### src/rtl/rst_seq_pkg.sv
// Shared types and sizing helpers for the reset sequencing controller.
// State encoding is fixed so it can be probed from outside the block.
package rst_seq_pkg;

    typedef enum logic [1:0] {
        ST_HOLD    = 2'b00,
        ST_RELEASE = 2'b01,
        ST_RUN     = 2'b10
    } state_t;

    function automatic int cnt_width(input int hold, input int gap);
        int m;
        m = (hold > gap) ? hold : gap;
        return $clog2(m + 1);
    endfunction

    function automatic int idx_width(input int n);
        return $clog2(n + 1);
    endfunction

endpackage

### src/rtl/rst_seq_timer.sv
// Up-counter shared by HOLD and RELEASE; expire pulses on the cycle the
// count sits at the terminal value, and the count wraps to zero there.
module rst_seq_timer #(
    parameter int W = 4
) (
    input  logic         CLK,
    input  logic         RST,
    input  logic         clr,
    input  logic         en,
    input  logic [W-1:0] term,
    output logic         expire
);

    logic [W-1:0] cnt;

    assign expire = en && (cnt == term);

    always_ff @(posedge CLK) begin
        if (!RST) begin
            cnt <= '0;
        end else if (clr || expire) begin
            cnt <= '0;
        end else if (en) begin
            cnt <= cnt + 1'b1;
        end
    end

endmodule

### src/rtl/rst_seq_ctrl.sv
// Holds all domain resets, releases them one by one in index order, and
// re-runs the sequence on a software request with a one-cycle ack.
module rst_seq_ctrl
    import rst_seq_pkg::*;
#(
    parameter int NUM_DOMAINS = 3,
    parameter int HOLD_CYCLES = 8,
    parameter int GAP_CYCLES  = 4
) (
    input  logic                   CLK,
    input  logic                   RST,
    input  logic                   SW_RST_REQ,
    input  logic [NUM_DOMAINS-1:0] DOMAIN_EN,
    output logic [NUM_DOMAINS-1:0] RST_OUT,
    output logic                   SEQ_DONE,
    output logic                   BUSY,
    output logic                   SW_RST_ACK
);

    localparam int CW = cnt_width(HOLD_CYCLES, GAP_CYCLES);
    localparam int IW = idx_width(NUM_DOMAINS);

    localparam logic [CW-1:0] HOLD_TERM = CW'(HOLD_CYCLES - 1);
    localparam logic [CW-1:0] GAP_TERM  = CW'(GAP_CYCLES - 1);
    localparam logic [IW-1:0] LAST_IDX  = IW'(NUM_DOMAINS - 1);

    state_t                 state;
    state_t                 state_nxt;
    logic [IW-1:0]          idx;
    logic [IW-1:0]          idx_nxt;
    logic [NUM_DOMAINS-1:0] rst_nxt;
    logic                   sw_pend;
    logic                   pend_nxt;
    logic                   armed;
    logic                   armed_nxt;
    logic                   ack_nxt;

    logic          trig;
    logic          expire;
    logic          tmr_clr;
    logic          tmr_en;
    logic          last_rel;
    logic [CW-1:0] tmr_term;

    // armed makes a held-high request count only once
    assign trig     = SW_RST_REQ & armed;
    assign tmr_en   = (state != ST_RUN);
    assign tmr_term = (state == ST_HOLD) ? HOLD_TERM : GAP_TERM;
    assign tmr_clr  = trig && (state != ST_HOLD);
    assign last_rel = (state == ST_RELEASE) && expire && (idx == LAST_IDX);

    rst_seq_timer #(
        .W(CW)
    ) u_timer (
        .CLK   (CLK),
        .RST   (RST),
        .clr   (tmr_clr),
        .en    (tmr_en),
        .term  (tmr_term),
        .expire(expire)
    );

    always_ff @(posedge CLK) begin
        if (!RST) begin
            state      <= ST_HOLD;
            idx        <= '0;
            RST_OUT    <= '0;
            SEQ_DONE   <= 1'b0;
            BUSY       <= 1'b1;
            SW_RST_ACK <= 1'b0;
            sw_pend    <= 1'b0;
            armed      <= 1'b1;
        end else begin
            state      <= state_nxt;
            idx        <= idx_nxt;
            RST_OUT    <= rst_nxt;
            SEQ_DONE   <= (state_nxt == ST_RUN);
            BUSY       <= (state_nxt != ST_RUN);
            SW_RST_ACK <= ack_nxt;
            sw_pend    <= pend_nxt;
            armed      <= armed_nxt;
        end
    end

    always_comb begin
        state_nxt = state;
        unique case (state)
            ST_HOLD: begin
                if (expire) state_nxt = ST_RELEASE;
            end
            ST_RELEASE: begin
                if (trig)          state_nxt = ST_HOLD;
                else if (last_rel) state_nxt = ST_RUN;
            end
            ST_RUN: begin
                if (trig) state_nxt = ST_HOLD;
            end
            default: state_nxt = ST_HOLD;
        endcase
    end

    always_comb begin
        rst_nxt  = RST_OUT;
        idx_nxt  = idx;
        ack_nxt  = 1'b0;
        pend_nxt = sw_pend | trig;
        if (!SW_RST_REQ) armed_nxt = 1'b1;
        else if (trig)   armed_nxt = 1'b0;
        else             armed_nxt = armed;
        unique case (state)
            ST_HOLD: begin
                rst_nxt = '0;
                if (expire) idx_nxt = '0;
            end
            ST_RELEASE: begin
                if (trig) begin
                    rst_nxt = '0;
                    idx_nxt = '0;
                end else if (expire) begin
                    for (int k = 0; k < NUM_DOMAINS; k++) begin
                        if (idx == IW'(k)) rst_nxt[k] = DOMAIN_EN[k];
                    end
                    idx_nxt = idx + 1'b1;
                    if (last_rel) begin
                        ack_nxt  = sw_pend;
                        pend_nxt = 1'b0;
                    end
                end
            end
            ST_RUN: begin
                // a dropped enable re-asserts; re-enabling waits for a sequence
                rst_nxt = RST_OUT & DOMAIN_EN;
                if (trig) begin
                    rst_nxt = '0;
                    idx_nxt = '0;
                end
            end
            default: begin
                rst_nxt = '0;
                idx_nxt = '0;
            end
        endcase
    end

endmodule

### config.mk
export PLATFORM = sky130hd
export DESIGN_NAME = rst_seq_ctrl
export DESIGN_NICKNAME = d
export VERILOG_FILES = /design/src/rtl/rst_seq_pkg.sv /design/src/rtl/rst_seq_timer.sv /design/src/rtl/rst_seq_ctrl.sv
export SDC_FILE = /design/constraint.sdc
export NUM_CORES = 1
export LEC_CHECK = 0
export CORE_MARGIN = 1
export CORE_UTILIZATION = 51
export DETAILED_ROUTE_END_ITERATION = 10
export GPL_ROUTABILITY_DRIVEN = 0
export GPL_TIMING_DRIVEN = 0
export PLACE_DENSITY = 0.75
export SETUP_SLACK_MARGIN = 0.1
export SYNTH_ARGS = -nofsm -noshare
export SYNTH_HDL_FRONTEND = slang
export SYNTH_SLANG_ARGS = --single-unit
### constraint.sdc
create_clock -name CLK -period 2.3 [get_ports CLK]
set_input_delay 0.575 -clock CLK [delete_from_list [all_inputs] [get_ports CLK]]
set_output_delay 0.575 -clock CLK [all_outputs]
set_load 0.01 [all_outputs]
==> results of run 1 <==
-- flip-flops by register name, summed over array words and instances (netlist names) --
register	cells
BUSY	1
RST_OUT	3
SEQ_DONE	1
SW_RST_ACK	1
armed	1
idx	2
state	2
sw_pend	1
u_timer.cnt	4
-- cell type report --
| cell class | count | area share [%] |
|---|---|---|
| Clock buffer | 4 | 3.61 |
| Sequential cell | 16 | 31.8 |
| Buffer | 2 | 2.24 |
| Tap cell | 16 | 1.99 |
| Timing Repair Buffer | 11 | 10.9 |
| Inverter | 7 | 2.61 |
| Multi-Input combinational cell | 62 | 46.8 |
-- path summary, 6_finish.rpt --
check / slack (ns) / to / from
hold reg to reg: 0.45 / SW_RST_ACK / sw_pend
setup / recovery: 0.43 / state[0] / state[0]
hold / removal: 0.45 / SW_RST_ACK / sw_pend
setup reg to reg: 0.43 / state[0] / state[0]
-- kinds of logic (layout without fill, tap and decap cells) --
family	after synthesis	in the layout	share of synthesized area (%)
DFF	16	16	38.2
muxes	1	1	1.19
xor gates and xnor gates	4	4	4.17
and+or+nand+nor	31	31	22.1
adders and majority gates	8	8	11.9
AOI/OAI and AO/OA	18	18	16.7
buffers and inverters	9	24	5.81
-- through the flow --
stage                     std cells  setup slack [ns]  cell area [µm²]  util, %  hold slack, ns
after floorplan                  87             0.616              840        -           0.418
after global placement          114             0.161              970     63.6           0.430
after detailed placement        114             0.146              970     63.6           0.439
after CTS                       118             0.429             1010     66.0           0.453
after global routing            118             0.273             1010     66.0           0.487
final                           118             0.430             1010     66.0           0.452
-- power by group through the flow --
stage                     registers [mW]  clock network (mW)  logic [mW]
after global placement             0.297                   0      0.0388
after CTS                          0.291               0.199      0.0402
after detailed placement           0.298                   0      0.0402
after global routing               0.293               0.202      0.0448
after floorplan                    0.296                   0      0.0246
final                              0.291               0.188      0.0402
-- critical path, stage by stage (launching register included) --
cell      delay [ns]
dfxtp_1         0.37
inv_1           0.09
ha_1            0.28
xnor2_1         0.20
a311o_1         0.42
a221oi_2        0.29
and2_1          0.16
-- cells in the final DEF, fill, tap and decap left out --
cell type,Yosys,layout
o21a_1,1,1
ha_1,8,8
a221oi_1,1,1
a41oi_1,1,1
or4bb_1,1,1
a21o_2,2,2
nor3b_4,1,1
a221oi_2,1,1
inv_1,7,7
nor3_1,2,2
clkbuf_8,0,1
a211oi_1,2,2
dfxtp_1,16,16
nor4_1,1,1
a2bb2oi_2,1,1
clkdlybuf4s50_1,0,11
and2_1,3,3
a21boi_0,1,1
or3_4,1,1
xnor2_1,2,2
nor2_1,6,6
nand2b_1,1,1
a311o_1,1,1
o21ai_0,1,1
nand3_1,6,6
nor2b_1,2,2
buf_6,2,2
mux2i_1,1,1
clkbuf_4,0,3
nand2_1,4,4
and3_2,1,1
a21oi_1,6,6
nand4b_1,1,1
xor2_1,2,2
or3_1,1,1
-- metal layers --
metal | track usage (%) | vias up
met3 | 9.91 | 6
met4 | 8.13 | 0
met5 | 0 | -
li1 | - | 336
met2 | 29.5 | 24
met1 | 24.3 | 289
==> qor.tcl, run 1 <==
set qor(yosys_register_bits) 16
set qor(slew_headroom_pct) 71.0
set qor(route.met2.wl_um) 644
set qor(numPortBuffers) 11
set qor(per_cell_via_count_in_the_routed_design) 5.55
set qor(clk_pin_slew_worst_paths_ns) 0.09
set qor(synth_top_cells_by_count) {dfxtp_1 (16), ha_1 (8), inv_1 (7)}
set qor(synth.most_common_cell) {dfxtp_1}
set qor(yosys.area.top_type) {dfxtp_1}
set qor(power-per-cell-area_nw_per_um2) 517
set qor(setup.worst_path.class) {flip-flop to flip-flop}
set qor(timing.max_cap.violations) 0
set qor(timing_worst_slew_pin_value_ns) 0.431
set qor(first_pass_iters) 4
set qor(drt_iter0_drc) 15
set qor(ys_types) 32
set qor(n_antenna_cell) 0
set qor(routed_length_on_met3_um) 104
set qor(layout-drive-gt1-share_pct) 12.7
set qor(die-height_um) 42.6
set qor(worst-endpoint-required_ns) 2.54
set qor(result_of_the_run) {finished, final reports clean}
set qor(final_ant_viol_nets) 0
set qor(final-max-slew-violation-count) 0
set qor(synth-edff-count) 0
set qor(syn-instance-count) 87
set qor(tritoncts) {built}
set qor(cts_buffer_depth) 2
set qor(min_period_ns) 1.87
set qor(hold_class) {flip-flop to flip-flop}
set qor(p_comb_share_pct) 7.7
set qor(antenna_found_initial) 0
set qor(cp-start-kind) {flip-flop}
set qor(detailedPlacementHpwl_um) 1160
set qor(wl_per_cell_um) 12.9
set qor(num-fill-cells) 125
set qor(layout.nets) 117
set qor(synth-async-reset-ratio_pct) 0
set qor(timing_hold_violations_final) 0
set qor(first_global_vias) 644
set qor(postCtsResizedCells) 0
set qor(syn-mean-instance-area_um2) 9.65
set qor(route.detailed.drc) 0
set qor(clock_insertion_delay_worst_skew_ns) 0.29
set qor(ir_drop_uv) 419
set qor(clock_power_share_pct) 36.2
set qor(rows) 14
set qor(cts.sink_count) 16
set qor(synth_largest_type_area_fraction_pct) 38.2
set qor(ys_top_cells_by_area) {dfxtp_1 (38%), ha_1 (12%), a21oi_1 (3.6%)}
set qor(width_of_the_die_um) 42.6
set qor(yosysSeqAreaShare_pct) 38.2
set qor(number_of_warnings_issued_by_yosys) 0
set qor(worstPathArrival_ns) 2.11
set qor(worst-r2r-cell-count) 6
set qor(critical_path_peak_fanout) 6
set qor(maximum_number_of_pins_on_one_net_before_global_route_repair) 10
set qor(boundaryPins) 12
set qor(synth.net_count) 101
set qor(post-route-period-util_pct) 81.3
set qor(seq_power_share_pct) 56.0
set qor(met1_routed_wirelength_after_detailed_routing_um) 735
set qor(sw_frac_of_total_pct) 22.5
set qor(num_vias) 655
set qor(finalSetupTns_ns) 0
set qor(nature_of_the_critical_path_endpoint) {flip-flop}
set qor(h-tree-depth) 1
set qor(topRoutingLayerUsed) {met4}
set qor(leakagePower_nw) 0.372
set qor(multi_input_comb_area_um2) 470
set qor(grt_util_all_layers_pct) 19.9
set qor(post_synth_instance_area_um2) 840
set qor(cts_hold_repair.buffers) 0
set qor(setup_viol_count_final) 0
set qor(ff_latch_area_um2) 320
set qor(grt_overflow_total) 0
set qor(wire_length_reported_by_the_detailed_router_um) 1520
set qor(switching_pwr_mw) 0.117
set qor(finalPower_mw) 0.520
set qor(fmax_mhz) 535
set qor(ys_dominant_reg_cell) {dfxtp_1}
set qor(grt_first_pass_wirelength_um) 2640
set qor(min_delay_path_depth) 2
set qor(p_int_mw) 0.403
set qor(cts_made_buffers) 3
set qor(clock_skew_ns) 0.00409
set qor(layout-area-overhead-vs-synth_pct) 19.8
set qor(core_area_um2) 1520
set qor(die-area_um2) 1810
set qor(root_buffer) {clkbuf_4}
set qor(starting_utilization_of_the_core_area_pct) 55.1
set qor(grt_setup_unrepaired) {false}
set qor(post_cts.repair.setup_buffers) 0
Note: power is estimated with default switching activity, not from simulation.
==> run 2, diff against run 1 <==
--- a/config.mk
+++ b/config.mk
@@ -6,11 +6,11 @@
 export NUM_CORES = 1
 export LEC_CHECK = 0
 export CORE_MARGIN = 1
-export CORE_UTILIZATION = 51
+export CORE_UTILIZATION = 46
 export DETAILED_ROUTE_END_ITERATION = 10
 export GPL_ROUTABILITY_DRIVEN = 0
 export GPL_TIMING_DRIVEN = 0
-export PLACE_DENSITY = 0.75
+export PLACE_DENSITY = 0.72
 export SETUP_SLACK_MARGIN = 0.1
 export SYNTH_ARGS = -nofsm -noshare
 export SYNTH_HDL_FRONTEND = slang
==> constraint.sdc (replaced) <==
create_clock -name CLK -period 1.5 [get_ports CLK]
set_input_delay 0.375 -clock CLK [delete_from_list [all_inputs] [get_ports CLK]]
set_output_delay 0.375 -clock CLK [all_outputs]
set_load 0.01 [all_outputs]
==> qor.tcl, run 2 (synthesis results as in run 1) <==
set qor(result_of_the_run) {finished with violations}
set qor(violations_in_the_final_reports) {setup timing}
set qor(cp-start-kind) {flip-flop}
set qor(cts_hold_repair.buffers) 0 ;# unchanged
set qor(mostFrequentLayoutCells) {dfxtp_1 (13), buf_4 (8), dlygate4sd2_1 (7)}
set qor(nature_of_the_critical_path_endpoint) {flip-flop}
set qor(finalSetupTns_ns) -2.86 ;# -2.86 ns
set qor(timing.max_cap.violations) 0 ;# unchanged
set qor(layout.cells.most_common) {dfxtp_1}
set qor(grt_first_pass_wirelength_um) 2880 ;# +8.9%
set qor(timing_worst_slew_pin_value_ns) 0.318 ;# -0.113 ns
set qor(num-fill-cells) 135 ;# +8.0%
set qor(cts_made_buffers) 3 ;# unchanged
set qor(route.detailed.drc) 0 ;# unchanged
set qor(layout.nets) 126 ;# +7.7%
set qor(worst_setup_path_startpoint) {state[0]}
set qor(multi_input_comb_area_um2) 589 ;# +25%
set qor(clk_pin_slew_worst_paths_ns) 0.10 ;# about the same
set qor(grt_util_all_layers_pct) 20.2 ;# +0.36 points
set qor(ir_drop_uv) 467 ;# +12%
set qor(largest_reg_flops) 4 ;# unchanged
set qor(reg_top3) {u_timer.cnt x4, RST_OUT x3}
set qor(setup_viol_count_final) 14 ;# +14
set qor(tritoncts) {built}
set qor(power-per-cell-area_nw_per_um2) 676 ;# +31%
set qor(placedCellCount) 123 ;# +7.9%
set qor(per_cell_via_count_in_the_routed_design) 5.35 ;# -3.7%
set qor(cts_buffer_depth) 2 ;# unchanged
set qor(worst-endpoint-required_ns) 1.70 ;# -0.84 ns
set qor(route.met2.wl_um) 881 ;# +37%
set qor(layout-drive-gt1-share_pct) 37.8 ;# +25 points
set qor(first_global_vias) 666 ;# +3.4%
set qor(width_of_the_die_um) 44.7 ;# +5.0%
set qor(post-route-period-util_pct) 117 ;# +36 points
set qor(worstReg2RegStart) {state[0]}
set qor(finish.cell_count_without_fillers) 136 ;# +15%
set qor(min_delay_path_depth) 2 ;# unchanged
set qor(final_ant_viol_nets) 0 ;# unchanged
set qor(hold_class) {flip-flop to flip-flop}
set qor(clock_skew_ns) 0.00312 ;# -0.000975 ns
set qor(starting_utilization_of_the_core_area_pct) 48.6 ;# -6.5 points
set qor(critPathMaxStageDelay_ns) 0.39 ;# -0.03 ns
set qor(ff_latch_area_um2) 329 ;# +2.7%
set qor(setup.worst_path.class) {flip-flop to flip-flop}
set qor(clock_insertion_delay_worst_skew_ns) 0.30 ;# about the same
set qor(worstPathArrival_ns) 1.96 ;# -0.15 ns
set qor(timing.rr.end) {idx[0]}
set qor(root_buffer) {clkbuf_4}
set qor(drt_iter0_drc) 10 ;# -5
set qor(topRoutingLayerUsed) {met4}
set qor(layout-area-overhead-vs-synth_pct) 44.9
set qor(setup_ws_ns) -0.257 ;# -0.688 ns
set qor(slowest_stage) {dfxtp_4}
set qor(fmax_mhz) 569 ;# +6.4%
set qor(core_area_um2) 1730 ;# +13%
set qor(met1_routed_wirelength_after_detailed_routing_um) 877 ;# +19%
set qor(worst_hold_startpoint) {sw_pend}
set qor(die-height_um) 44.7 ;# +5.0%
set qor(setup.reg_to_reg.worst_slack_ns) -0.26 ;# -0.69 ns
set qor(grt_overflow_total) 0 ;# unchanged
set qor(leakagePower_nw) 0.460 ;# +24%
set qor(antenna_found_initial) 0 ;# unchanged
set qor(worst-r2r-cell-count) 9 ;# +3
set qor(grt_setup_unrepaired) {true}
set qor(h-tree-depth) 1 ;# unchanged
set qor(timing_hold_violations_final) 0 ;# unchanged
set qor(cp_cell_sequence) {clkinv_4, ha_4, buf_8, nor3b_4, buf_4, and2_4, buf_6, nor3_1, o21a_1}
set qor(top_register) {u_timer.cnt}
set qor(maximum_number_of_pins_on_one_net_before_global_route_repair) 10 ;# unchanged
set qor(num_vias) 727 ;# +11%
set qor(critical_path_peak_fanout) 5 ;# -1
set qor(min_period_ns) 1.76 ;# -0.112 ns
set qor(routed_length_on_met3_um) 76 ;# -27%
set qor(n_antenna_cell) 0 ;# unchanged
set qor(hold_end) {SW_RST_ACK}
set qor(die-area_um2) 2000 ;# +10%
set qor(boundaryPins) 12 ;# unchanged
set qor(wire_length_reported_by_the_detailed_router_um) 1890 ;# +24%
set qor(slew_headroom_pct) 78.8 ;# +7.8 points
set qor(numPortBuffers) 11 ;# unchanged
set qor(wl_per_cell_um) 13.9 ;# +7.9%
set qor(final-max-slew-violation-count) 0 ;# unchanged
set qor(first_pass_iters) 4 ;# unchanged
set qor(detailedPlacementHpwl_um) 1180 ;# +1.6%
set qor(rows) 15 ;# +1
set qor(cts.sink_count) 16 ;# unchanged
==> run 2: repair_timing <==
action | in CTS | in global routing
cloned | 1 | 0
buffers inserted | 3 | 5
endpoints found under the setup margin | 20 | 15
resized for setup | 17 | 17
pin swaps | 10 | 10
==> run 2: final cells by class <==
cell class	count	share of cell area, %
plain buffers	2	2.16
clock buffers	4	2.98
inverters	7	2.57
multi-input cells	62	48.5
flip-flops and latches	16	27.1
well taps	25	2.57
repair buffers	20	14.2
==> run 2: report_power, final <==
group	internal [mW]	leakage (nW)	switching (mW)	total, mW
registers	0.433	0.132	0.0134	0.446
logic	0.0425	0.307	0.0372	0.0797
clock network	0.148	0.0210	0.147	0.296
==> run 2: how the worst max path moves through the flow <==
stage	endpoint	cells past startpoint	slack [ns]
after CTS	SEQ_DONE	7	-0.16
after global routing	SEQ_DONE	7	-0.35
after global placement	state[0]	5	-0.43
after detailed placement	state[0]	5	-0.45
final	idx[0]	9	-0.26
after floorplan	u_timer.cnt[0]	7	-0.09
==> run 2: metrics by stage <==
step / setup slack [ns] / hold slack (ns) / util, % / instance area [µm²] / power [mW]
global route: -0.346 / 0.492 / 70.4 / 1220 / 0.855
floorplan: -0.0862 / 0.418 / - / 867 / 0.493
detailed placement: -0.449 / 0.437 / 58.4 / 1010 / 0.520
global placement: -0.429 / 0.431 / 58.4 / 1010 / 0.517
CTS: -0.163 / 0.453 / 64.5 / 1110 / 0.808
finish: -0.257 / 0.462 / 70.4 / 1220 / 0.822
==> run 2: per-layer routing <==
layer,vias to the layer above,track usage [%]
li1,360,-
met1,340,24.7
met2,20,31.8
met3,7,5.20
met4,0,12.7
met5,-,0
==> run 2: worst max-delay path, delay by kind of cell, from the launching register on <==
kind | cells | cell delay, ns
buffers and inverters | 4 | 0.47
and+or+nand+nor | 3 | 0.48
adders and majority gates | 1 | 0.15
DFF | 1 | 0.39
AOI/OAI and AO/OA | 1 | 0.18
==> run 3, diff against run 2 <==
--- a/config.mk
+++ b/config.mk
@@ -9,7 +9,6 @@
 export CORE_UTILIZATION = 46
 export DETAILED_ROUTE_END_ITERATION = 10
 export GPL_ROUTABILITY_DRIVEN = 0
-export GPL_TIMING_DRIVEN = 0
 export PLACE_DENSITY = 0.72
 export SETUP_SLACK_MARGIN = 0.1
 export SYNTH_ARGS = -nofsm -noshare
==> qor.tcl, run 3 (synthesis results as in run 1) <==
set qor(boundaryPins) 12 ;# unchanged
set qor(antenna_found_initial) 0 ;# unchanged
set qor(finalPower_mw) 0.808 ;# -1.7%
set qor(critical_path_peak_fanout) 6 ;# +1
set qor(first_pass_iters) 4 ;# unchanged
set qor(die-area_um2) 2000 ;# unchanged
set qor(n_antenna_cell) 0 ;# unchanged
set qor(numPortBuffers) 11 ;# unchanged
set qor(clk_pin_slew_worst_paths_ns) 0.10 ;# about the same
set qor(grt_overflow_total) 0 ;# unchanged
set qor(per_cell_via_count_in_the_routed_design) 5.35 ;# about the same
set qor(clock_skew_ns) 0.00313 ;# +0.0000126 ns
set qor(reg_top3) {u_timer.cnt x4, RST_OUT x3}
set qor(timing.max_cap.violations) 0 ;# unchanged
set qor(h-tree-depth) 1 ;# unchanged
set qor(grtUsageMet2_pct) 42.4 ;# +11 points
set qor(maximum_number_of_pins_on_one_net_before_global_route_repair) 9 ;# -1
set qor(layout-drive-gt1-share_pct) 47.2 ;# +9.4 points
set qor(cts_hold_repair.buffers) 0 ;# unchanged
set qor(setup_viol_count_final) 13 ;# -1
set qor(layout.nets) 141 ;# +12%
set qor(worstPathArrival_ns) 1.88 ;# -0.08 ns
set qor(top_register) {u_timer.cnt}
set qor(clock_power_share_pct) 29.5 ;# -6.5 points
set qor(fmax_mhz) 609 ;# +7.0%
set qor(leakagePower_nw) 0.533 ;# +16%
set qor(final.hold.worst_slack_ns) 0.456 ;# -0.00545 ns
set qor(finish.cell_count_without_fillers) 150 ;# +10%
set qor(grt_util_all_layers_pct) 23.9 ;# +3.7 points
set qor(route.detailed.drc) 0 ;# unchanged
set qor(min_period_ns) 1.64 ;# -0.115 ns
set qor(ir_drop_uv) 470 ;# +0.65%
set qor(final-max-slew-violation-count) 0 ;# unchanged
set qor(wl_per_cell_um) 17.0 ;# +22%
set qor(cts_buffer_depth) 2 ;# unchanged
set qor(power-per-cell-area_nw_per_um2) 605 ;# -10%
set qor(tritoncts) {built}
set qor(nature_of_the_critical_path_endpoint) {flip-flop}
set qor(cts_made_buffers) 3 ;# unchanged
set qor(worst-endpoint-required_ns) 1.74 ;# +0.04 ns
set qor(grt_setup_unrepaired) {true}
set qor(timing_worst_slew_pin_value_ns) 0.331 ;# +0.0126 ns
set qor(root_buffer) {clkbuf_4}
set qor(sw_frac_of_total_pct) 25.7 ;# +1.7 points
set qor(largest_reg_flops) 4 ;# unchanged
set qor(core_area_um2) 1730 ;# unchanged
set qor(cp-start-kind) {flip-flop}
set qor(switching_pwr_mw) 0.208 ;# +5.1%
set qor(num_vias) 802 ;# +10%
set qor(violations_in_the_final_reports) {setup timing}
set qor(final_ant_viol_nets) 0 ;# unchanged
set qor(starting_utilization_of_the_core_area_pct) 48.6 ;# unchanged
set qor(num-fill-cells) 118 ;# -13%
set qor(timing_hold_violations_final) 0 ;# unchanged
set qor(detailedPlacementHpwl_um) 1500 ;# +27%
set qor(cts.sink_count) 16 ;# unchanged
set qor(layout-area-overhead-vs-synth_pct) 58.9
set qor(setup.worst_path.class) {flip-flop to flip-flop}
set qor(clock_insertion_delay_worst_skew_ns) 0.29 ;# about the same
set qor(first_global_vias) 741 ;# +11%
set qor(placedCellCount) 139 ;# +13%
set qor(hold_class) {flip-flop to flip-flop}
set qor(drt_iter0_drc) 13 ;# +3
set qor(grt.met3_usage_pct) 5.20 ;# unchanged
set qor(met1_capacity_usage_during_global_routing_pct) 29.6 ;# +4.9 points
set qor(grt.busiest_layer) {met2}
set qor(slew_headroom_pct) 77.9 ;# -0.84 points
set qor(setup_ws_ns) -0.142 ;# +0.115 ns
set qor(wire_length_reported_by_the_detailed_router_um) 2550 ;# +35%
set qor(rows) 15 ;# unchanged
set qor(mostFrequentLayoutCells) {buf_4 (21), dfxtp_1 (12), dlygate4sd2_1 (6)}
set qor(post-route-period-util_pct) 109 ;# -7.7 points
set qor(result_of_the_run) {finished with violations}
set qor(grt_first_pass_wirelength_um) 3440 ;# +20%
set qor(p_comb_share_pct) 15.0 ;# +5.3 points
set qor(width_of_the_die_um) 44.7 ;# unchanged
set qor(p_int_mw) 0.600 ;# -3.9%
set qor(seq_power_share_pct) 55.5 ;# +1.2 points
set qor(layout.cells.most_common) {buf_4}
set qor(die-height_um) 44.7 ;# unchanged
==> run 3: worst max-delay path, cell delays in order (launching register included) <==
cell and delay [ns]:
dfxtp_2 0.37, inv_4 0.06, ha_4 0.17, nor3b_4 0.32
nand3_2 0.16, a221oi_4 0.34, and2_1 0.17
==> run 3: worst paths after layout <==
path / end / start / slack, ns / cells after the start
max: state[0] / state[0] / -0.14 / 6
min: SW_RST_ACK / sw_pend / 0.46 / 2
max reg2reg: state[0] / state[0] / -0.14 / 6
min reg2reg: SW_RST_ACK / sw_pend / 0.46 / 2
==> run 3: cell type report <==
cell class                      count  area (µm²)  share of cell area [%]
Timing Repair Buffer               36         305                    22.9
Inverter                            7        31.3                    2.35
Clock buffer                        3        22.5                    1.69
Sequential cell                    16         328                    24.6
Multi-Input combinational cell     63         616                    46.2
Tap cell                           25        31.3                    2.35
==> run 3: metal layers <==
layer / vias up / routed length, µm
met3: 5 / 73
met5: - / 0
met1: 389 / 1100
met2: 22 / 1350
met4: 0 / 22
li1: 386 / -
==> run 3: repair_timing <==
item | CTS | global route
cloned | 1 | 0
pin swaps | 5 | 9
hold endpoints to repair | 0 | 0
buffers inserted | 2 | 5
endpoints found under the setup margin | 21 | 15
gates resized for setup | 25 | 12
==> run 3: power by group through the flow <==
| stage | Combinational, mW | Clock, mW | Sequential, mW |
|---|---|---|---|
| 2_1_floorplan | 0.0386 | 0 | 0.454 |
| 6_report | 0.121 | 0.238 | 0.448 |
| 5_1_grt | 0.127 | 0.265 | 0.450 |
| 3_5_place_dp | 0.0869 | 0 | 0.455 |
| 4_1_cts | 0.0978 | 0.230 | 0.446 |
| 3_3_place_gp | 0.0820 | 0 | 0.454 |
==> run 3: metrics by stage <==
step | setup TNS (ns) | instance area (µm²) | utilization [%] | worst slack [ns]
floorplan | -0.534 | 867 | - | -0.0862
global placement | -3.53 | 1120 | 64.9 | -0.301
detailed placement | -4.05 | 1120 | 64.9 | -0.340
CTS | -0.418 | 1240 | 72.0 | -0.0958
global route | -1.84 | 1330 | 77.2 | -0.208
finish | -1.05 | 1330 | 77.2 | -0.142
